<file path="src/rtl/seg_scan_ctrl.sv">
// Eight-digit 7-segment scan controller with blanking between digits.
// Optional leading-zero suppression when SEG_SCAN_ZERO_BLANK_EN is defined.
module seg_scan_ctrl #(
  parameter int DIV       = 1000,
  parameter int BLANK_CYC = 2
) (
  input  logic       clk,
  input  logic       rst,
  input  logic       wr_valid,
  output logic       wr_ready,
  input  logic [2:0] wr_idx,
  input  logic [3:0] wr_data,
  input  logic [7:0] digit_mask,
  output logic [2:0] sel,
  output logic       sel_en,
  output logic [7:0] seg_n,
  output logic       frame_done
);

  localparam int MAXC = (DIV > BLANK_CYC) ? DIV : BLANK_CYC;
  localparam int CW   = $clog2(MAXC + 1);

  typedef enum logic {BLANK = 1'b0, SHOW = 1'b1} state_t;

  state_t          state_q, state_d;
  logic [CW-1:0]   cnt_q, cnt_d;
  logic [2:0]      sel_q, sel_d;
  logic            lit_q, lit_d;
  logic            fd_q, fd_d;
  logic            sel_en_q, sel_en_d;
  logic [7:0]      seg_n_q, seg_n_d;
  logic [7:0][3:0] digit_q, digit_d;
  logic [7:0]      zero_ok;

  function automatic logic [7:0] hex7(input logic [3:0] v);
    case (v)
      4'h0: hex7 = 8'hC0;  4'h1: hex7 = 8'hF9;  4'h2: hex7 = 8'hA4;  4'h3: hex7 = 8'hB0;
      4'h4: hex7 = 8'h99;  4'h5: hex7 = 8'h92;  4'h6: hex7 = 8'h82;  4'h7: hex7 = 8'hF8;
      4'h8: hex7 = 8'h80;  4'h9: hex7 = 8'h90;  4'hA: hex7 = 8'h88;  4'hB: hex7 = 8'h83;
      4'hC: hex7 = 8'hC6;  4'hD: hex7 = 8'hA1;  4'hE: hex7 = 8'h86;  default: hex7 = 8'h8E;
    endcase
  endfunction

  // Only the digit currently lit is write-protected; every other index accepts at once.
  assign wr_ready = !(state_q == SHOW && wr_idx == sel_q);

  always_comb begin
    digit_d = digit_q;
    if (wr_valid && wr_ready) digit_d[wr_idx] = wr_data;
  end

`ifdef SEG_SCAN_ZERO_BLANK_EN
  // Digit i is suppressed when it and every digit above it are zero; digit 0 never is.
  always_comb begin
    logic hi_zero;
    hi_zero = 1'b1;
    zero_ok = '1;
    for (int i = 7; i >= 1; i--) begin
      hi_zero    = hi_zero && (digit_d[i] == 4'h0);
      zero_ok[i] = !hi_zero;
    end
  end
`else
  assign zero_ok = '1;
`endif

  always_comb begin
    state_d = state_q;
    cnt_d   = cnt_q + CW'(1);
    sel_d   = sel_q;
    lit_d   = lit_q;
    fd_d    = 1'b0;
    case (state_q)
      BLANK: if (cnt_q == CW'(BLANK_CYC - 1)) begin
        state_d = SHOW;
        cnt_d   = '0;
        lit_d   = digit_mask[sel_q] && zero_ok[sel_q];
      end
      SHOW: if (cnt_q == CW'(DIV - 1)) begin
        state_d = BLANK;
        cnt_d   = '0;
        sel_d   = sel_q + 3'd1;
        fd_d    = (sel_q == 3'd7);
      end
      default: state_d = BLANK;
    endcase
    // Outputs are computed from next-state values so they align with the state register;
    // digit_d lets a write on the last BLANK cycle appear in the SHOW that follows.
    sel_en_d = (state_d == SHOW) && lit_d;
    seg_n_d  = sel_en_d ? hex7(digit_d[sel_d]) : 8'hFF;
  end

  always_ff @(posedge clk or posedge rst) begin
    if (rst) begin
      state_q  <= BLANK;
      cnt_q    <= '0;
      sel_q    <= '0;
      lit_q    <= 1'b0;
      fd_q     <= 1'b0;
      sel_en_q <= 1'b0;
      seg_n_q  <= 8'hFF;
      digit_q  <= '0;
    end else begin
      state_q  <= state_d;
      cnt_q    <= cnt_d;
      sel_q    <= sel_d;
      lit_q    <= lit_d;
      fd_q     <= fd_d;
      sel_en_q <= sel_en_d;
      seg_n_q  <= seg_n_d;
      digit_q  <= digit_d;
    end
  end

  assign sel        = sel_q;
  assign sel_en     = sel_en_q;
  assign seg_n      = seg_n_q;
  assign frame_done = fd_q;

endmodule
</file>
<file path="config.mk">
export PLATFORM = sky130hd
export DESIGN_NAME = seg_scan_ctrl
export DESIGN_NICKNAME = d
export VERILOG_FILES = /design/src/rtl/seg_scan_ctrl.sv
export SDC_FILE = /design/constraint.sdc
export NUM_CORES = 1
export LEC_CHECK = 0
export CAP_MARGIN = 20
export CORE_AREA = 2 2 58 115
export DETAILED_ROUTE_END_ITERATION = 16
export DIE_AREA = 0 0 60 117
export GPL_ROUTABILITY_DRIVEN = 0
export HOLD_SLACK_MARGIN = 0.08
export PLACE_DENSITY_LB_ADDON = 0.12
export SYNTH_ARGS = -nofsm -noshare
export SYNTH_HDL_FRONTEND = slang
export SYNTH_SLANG_ARGS = --single-unit
</file>
<file path="constraint.sdc">
create_clock -name clk -period 3.09 [get_ports clk]
set_input_delay 0.4635 -clock clk [delete_from_list [all_inputs] [get_ports clk]]
set_output_delay 0.4635 -clock clk [all_outputs]
set_load 0.01 [all_outputs]
</file>
; ---- After elaboration in Yosys (flattened, before gate mapping)
; Memory sizes are Yosys's and may differ from the RTL's.
; Cells that the tools add are included.
; W data, S select, Z words.
[totals]
regBits = 57
rom_bits = 120
inputBits = 18
out_inout_bits = 14
word_cells = 56
memories = 2
[op_classes]
addsub = 2
n_lt_le_gt_ge = 4
n_eq_ne = 4
mux = 22
bitwise = 1
n_reduce_logical = 6
[memory_table]
columns = memory, words, word_bits, read_ports, rd_clocked_by_memory_dff, wr, line
row1 = (name not given), 16, 7, 1, 0, 0, 36  ; case (v)
row2 = (name not given), 8, 1, 1, 0, 0, 77  ; lit_d = digit_mask[sel_q] && zero_ok[sel_q];
[ops]
columns = operator, n
row1 = $bwmux W32, 1
row2 = $mux W32, 1
row3 = $mux W10, 2
row4 = $pmux W10 S2, 1
row5 = $bmux W4 S3, 1
row6 = $demux W4 S3, 1
row7 = $lt A3 B4 Y1 const B, 3
row8 = $add A10 B1 Y10 const B, 1
row9 = $eq A10 B1 Y1 const B, 1
row10 = $eq A10 B10 Y1 const B, 1
row11 = $mux W1, 8
row12 = $mux W4, 2
row13 = $mux W8, 1
row14 = $mux W3, 2
row15 = $logic_and A1 B1 Y1, 5
row16 = $add A3 B1 Y3 const B, 1
row17 = $bmux W1 S3, 1
row18 = $eq A3 B3 Y1, 1
row19 = $eq A3 B3 Y1 const B, 1
row20 = $ge A3 B1 Y1 const B, 1
row21 = $pmux W1 S2, 1
row22 = $logic_not A1 Y1, 1
row23 = $not A1 Y1, 1

; ---- Longest topological paths before layout
; An unclocked memory read counts as a cell.
[logic_depth]
depth_word = 10
ltp_mapped = 14
depth_no_buf = 13

; ---- Least setup slack after synthesis
; Ideal clock, no wire load.
[synth_path]
kind = input port to flip-flop
startpoint = input wr_idx[0]
endpoint = register seg_n_q[3] (netlist: seg_n[3])
arrival_time_ns = 3.011
path_slack_ns = -0.008
stages = 11
cell_sequence = clkbuf_1 or4b_1 a41oi_1 mux2_2 mux2i_1 o22a_1 o211ai_1 ha_1 mux2_4 mux2i_1 nand2_1
[synth_rtl]
columns = element, line
row1 = "start, declared", 11  ; input logic [2:0] wr_idx,
row2 = "end signal, assigned", 110  ; seg_n_q <= seg_n_d;
row3 = "end, declared", 31  ; logic [7:0] seg_n_q, seg_n_d;

; ---- Final worst setup path
[layout_path]
startpoint = register cnt_q[4]
endpoint = register seg_n_q[3] (netlist: seg_n[3])
[layout_via]
elab_chain_cells = 7
word_cells_on_any_way = 14
classes_between = eq/ne (2) / mux (10) / reduce/logical (1) / memory (1)
[layout_lines]
columns = element, line
row1 = "start, declared", 26  ; logic [CW-1:0] cnt_q, cnt_d;
row2 = "start signal, assigned", 105  ; cnt_q <= cnt_d;
row3 = $eq A10 B10 Y1, 79  ; SHOW: if (cnt_q == CW'(DIV - 1)) begin
row4 = $mux W3, 79
row5 = $mux W3, 73  ; case (state_q)
row6 = $bmux W4 S3, 90  ; seg_n_d = sel_en_d ? hex7(digit_d[sel_d]) : 8'hFF;
row7 = $mux W4 (implied by the code), 90
row8 = $mem_v2 Z16 W7, --
row9 = $mux W8 *, 90
row10 = named net seg_n_d[3], 31
; The timed path passes the listed nets; every way through them passes the cells marked *. The select of a mux whose other input is x is not followed.

==> summary.md <==
| Metric | Value |
|---|---|
| Crit end category | `register` |
| Clk buf depth | `2` |
| Initial Util | `49.0%` |
| Max Slew Vio Count | `0` |
| PnR Total Power | `2.07 mW` |
| Aggregate routed wire length | `6850 µm` |
| Area growth from synthesis to layout | `34.0%` |
| Chip width | `60 µm` |
| Yosys top cell by area | `dfrtp_1` |
| Clock Latency Late Sink | `290 ps` |
| Reg2reg setup slack | `-60 ps` |
| Critical path type | `register to register` |
| Fin crit period | `3150 ps` |
| Post-Syn Area | `3040 µm²` |
| First-iteration detailed-routing DRC count | `142` |
| HP Class | `register to register` |
| #FFs+latches synth | `56` |
| Reg clk slew, reported paths | `70 ps` |
| Slew headroom | `62.1%` |
| Max-cap viol count | `0` |
| Port Buffer Count | `30` |
| Final WS setup | `-55.3 ps` |
| First-pass GRT wire length | `10700 µm` |
| Hold Vio Cnt, Final | `0` |
| Via count | `2219` |
| Post-synth top cells | `dfrtp_1 (49), mux2_2 (33), mux2i_1 (22)` |
| Pin count of the biggest net entering global routing | `31` |
| Clock Tree Root | `clkbuf_16` |
| Static leakage power | `1.81 nW` |
| Vias in the first global route | `2222` |
| Met1 Use GR | `26.1%` |
| Cells after synthesis | `253` |
| Post-Place Cells | `401` |
| DRC violations left | `0` |
| Post-CTS Hold Buffers | `0` |
| Dpl ws | `-335 ps` |
| Register-to-Register Path Depth | `12` |
| Synth Net Count | `281` |
| Post-layout nets | `354` |
| Clock skew | `3.86 ps` |
| Initial antenna violation count | `0` |
| Met2 Track Usage GR | `33.8%` |
| Fin crit share | `102%` |
| YS warnings | `0` |
| Sequential area share after synthesis | `46.4%` |
| GRT overflow | `0` |
| Drt pass-1 iters | `4` |
| Startpoint type of the worst setup path | `register` |
| Detailed Place HPWL | `4890 µm` |
| Least-Margin Pin Slew | `568 ps` |
| H-tree Lvls | `2` |
| Num CTS Buffers | `5` |
| Hold path depth | `2` |
| EDFF count, synth | `0` |
| Routed len/inst | `16.6 µm` |
| Ant diodes | `0` |
| Grt met3 use | `3.96%` |
| Final instance area | `4070 µm²` |
| RSZ-0062 raised after global routing | `true` |
| Die Y | `117 µm` |
| Clock sink count | `56` |
| Power Dens Cells | `509 nW/µm²` |
| Maximum VDD drop | `0.000529 V` |
| Post-Layout Cell Count | `413` |
| Mean Syn Cell Area | `12.0 µm²` |
| Final Util | `65.6%` |
| Layout cells sized above 1 | `37.6%` |
| TritonCTS clock tree | `yes` |
| Placed Area | `3720 µm²` |
| Final Setup Violations | `1` |
| Max FO, Critical Path | `6` |
| I/O pin count | `32` |
| FP Rows | `41` |
| Post-route ant nets | `0` |
| Total global-route track usage | `20.5%` |
| Outcome | `complete, but fails checks` |
| Cell variety after synth | `45` |
| Top cells by area, synth | `dfrtp_1 (40%), mux2_2 (12%), mux2i_1 (7.2%)` |
| Synth top area share | `40.3%` |
| Arr. time, crit path | `3360 ps` |
| Most used routing layer | `met2` |
| Top-count cell post-synth | `dfrtp_1` |
| Share of flip-flops with an asynchronous set or reset | `100%` |
| Setup TNS | `-55.3 ps` |
| Core ar. | `6210 µm²` |
| Synth Flop Type | `dfrtp_1` |
| Max frequency | `318 MHz` |
| WP data required | `3300 ps` |
| Vias per cell | `5.37` |
| Failing checks | `setup timing` |
| Full die area | `7020 µm²` |
| Worst hold slack | `490 ps` |
## routing by layer
layer / routed length [µm] / up-vias
met1: 2760 / 1105
li1: - / 1052
met5: 0 / -
met2: 3680 / 50
met4: 175 / 0
met3: 235 / 12
## registers in the layout, summed over array words and instances (netlist names)
name        cells
digit_q        32
cnt_q          10
seg_n           7
sel             3
frame_done      1
lit_q           1
sel_en          1
state_q         1
## worst max-delay path, stage by stage (launching register included)
cell	delay (ps)
dfrtp_1	380
or3b_4	410
nor4_4	410
buf_4	230
xnor2_4	150
or2b_1	260
or2_1	270
o211ai_4	140
inv_2	120
ha_2	220
mux2_4	270
mux2i_1	130
nand2_1	70
## placed cells by master (no fill, tap or decap), types with 3 or more instances in the layout
cell	count
ha_1	5
clkdlybuf4s50_1	27
mux2i_4	3
nor2_1	13
nand2_1	14
buf_4	40
dfrtp_1	49
o211ai_4	3
inv_1	7
nand4b_1	4
o22a_1	4
inv_2	4
buf_6	4
o211ai_1	4
and2_1	3
nand4bb_1	3
nand3_1	7
a41oi_1	6
xor2_1	4
mux2_2	33
nand2b_1	6
ha_4	3
clkbuf_16	5
dfstp_2	7
mux2i_1	18
or2_1	4
xnor2_1	4
nand4_1	3
## cells by family (layout without fill, tap and decap cells)
| kind of cell | count (synthesis) | count (layout) | synth area share, % |
|---|---|---|---|
| multiplexers | 58 | 58 | 21.4 |
| AND/OR/NAND/NOR | 71 | 71 | 13.5 |
| adder cells (fa/ha/maj) | 10 | 10 | 4.12 |
| other | 1 | 1 | 0.123 |
| buffers and inverters | 20 | 94 | 3.13 |
| XOR/XNOR | 12 | 12 | 4.20 |
| AO/OA/AOI/OAI | 25 | 25 | 7.12 |
| flip-flops | 56 | 56 | 46.4 |
## what timing repair did
| action | CTS | global route |
|---|---|---|
| gates resized for setup | 5 | 31 |
| pin swaps | 2 | 7 |
| endpoints found under the setup margin | 3 | 7 |
| setup buffers | 1 | 3 |
## final cells by class
| class | count | area, µm² |
|---|---|---|
| Multi-Input combinational cell | 177 | 1700 |
| Sequential cell | 56 | 1410 |
| Clock buffer | 8 | 146 |
| Fill cell | 476 | 2130 |
| Tap cell | 86 | 108 |
| Inverter | 11 | 41.3 |
| Timing Repair Buffer | 75 | 666 |
## final timing paths
check	from	endpoint
min	lit_q$_DFF_PP0_	lit_q$_DFF_PP0_
max in group asynchronous	rst	seg_n[4]$_DFF_PP1_
min in group asynchronous	rst	cnt_q[8]$_DFF_PP0_
max reg2reg	cnt_q[4]$_DFF_PP0_	seg_n[3]$_DFF_PP1_
min reg2reg	lit_q$_DFF_PP0_	lit_q$_DFF_PP0_
max	cnt_q[4]$_DFF_PP0_	seg_n[3]$_DFF_PP1_
## report_power, final
part	leakage [nW]	internal (mW)	switching, mW	total, mW
logic	1.08	0.320	0.283	0.603
clock network	0.0712	0.324	0.249	0.574
registers	0.663	0.867	0.0310	0.898
total	1.81	1.51	0.564	2.07
Power figures use the tool's default switching activity.
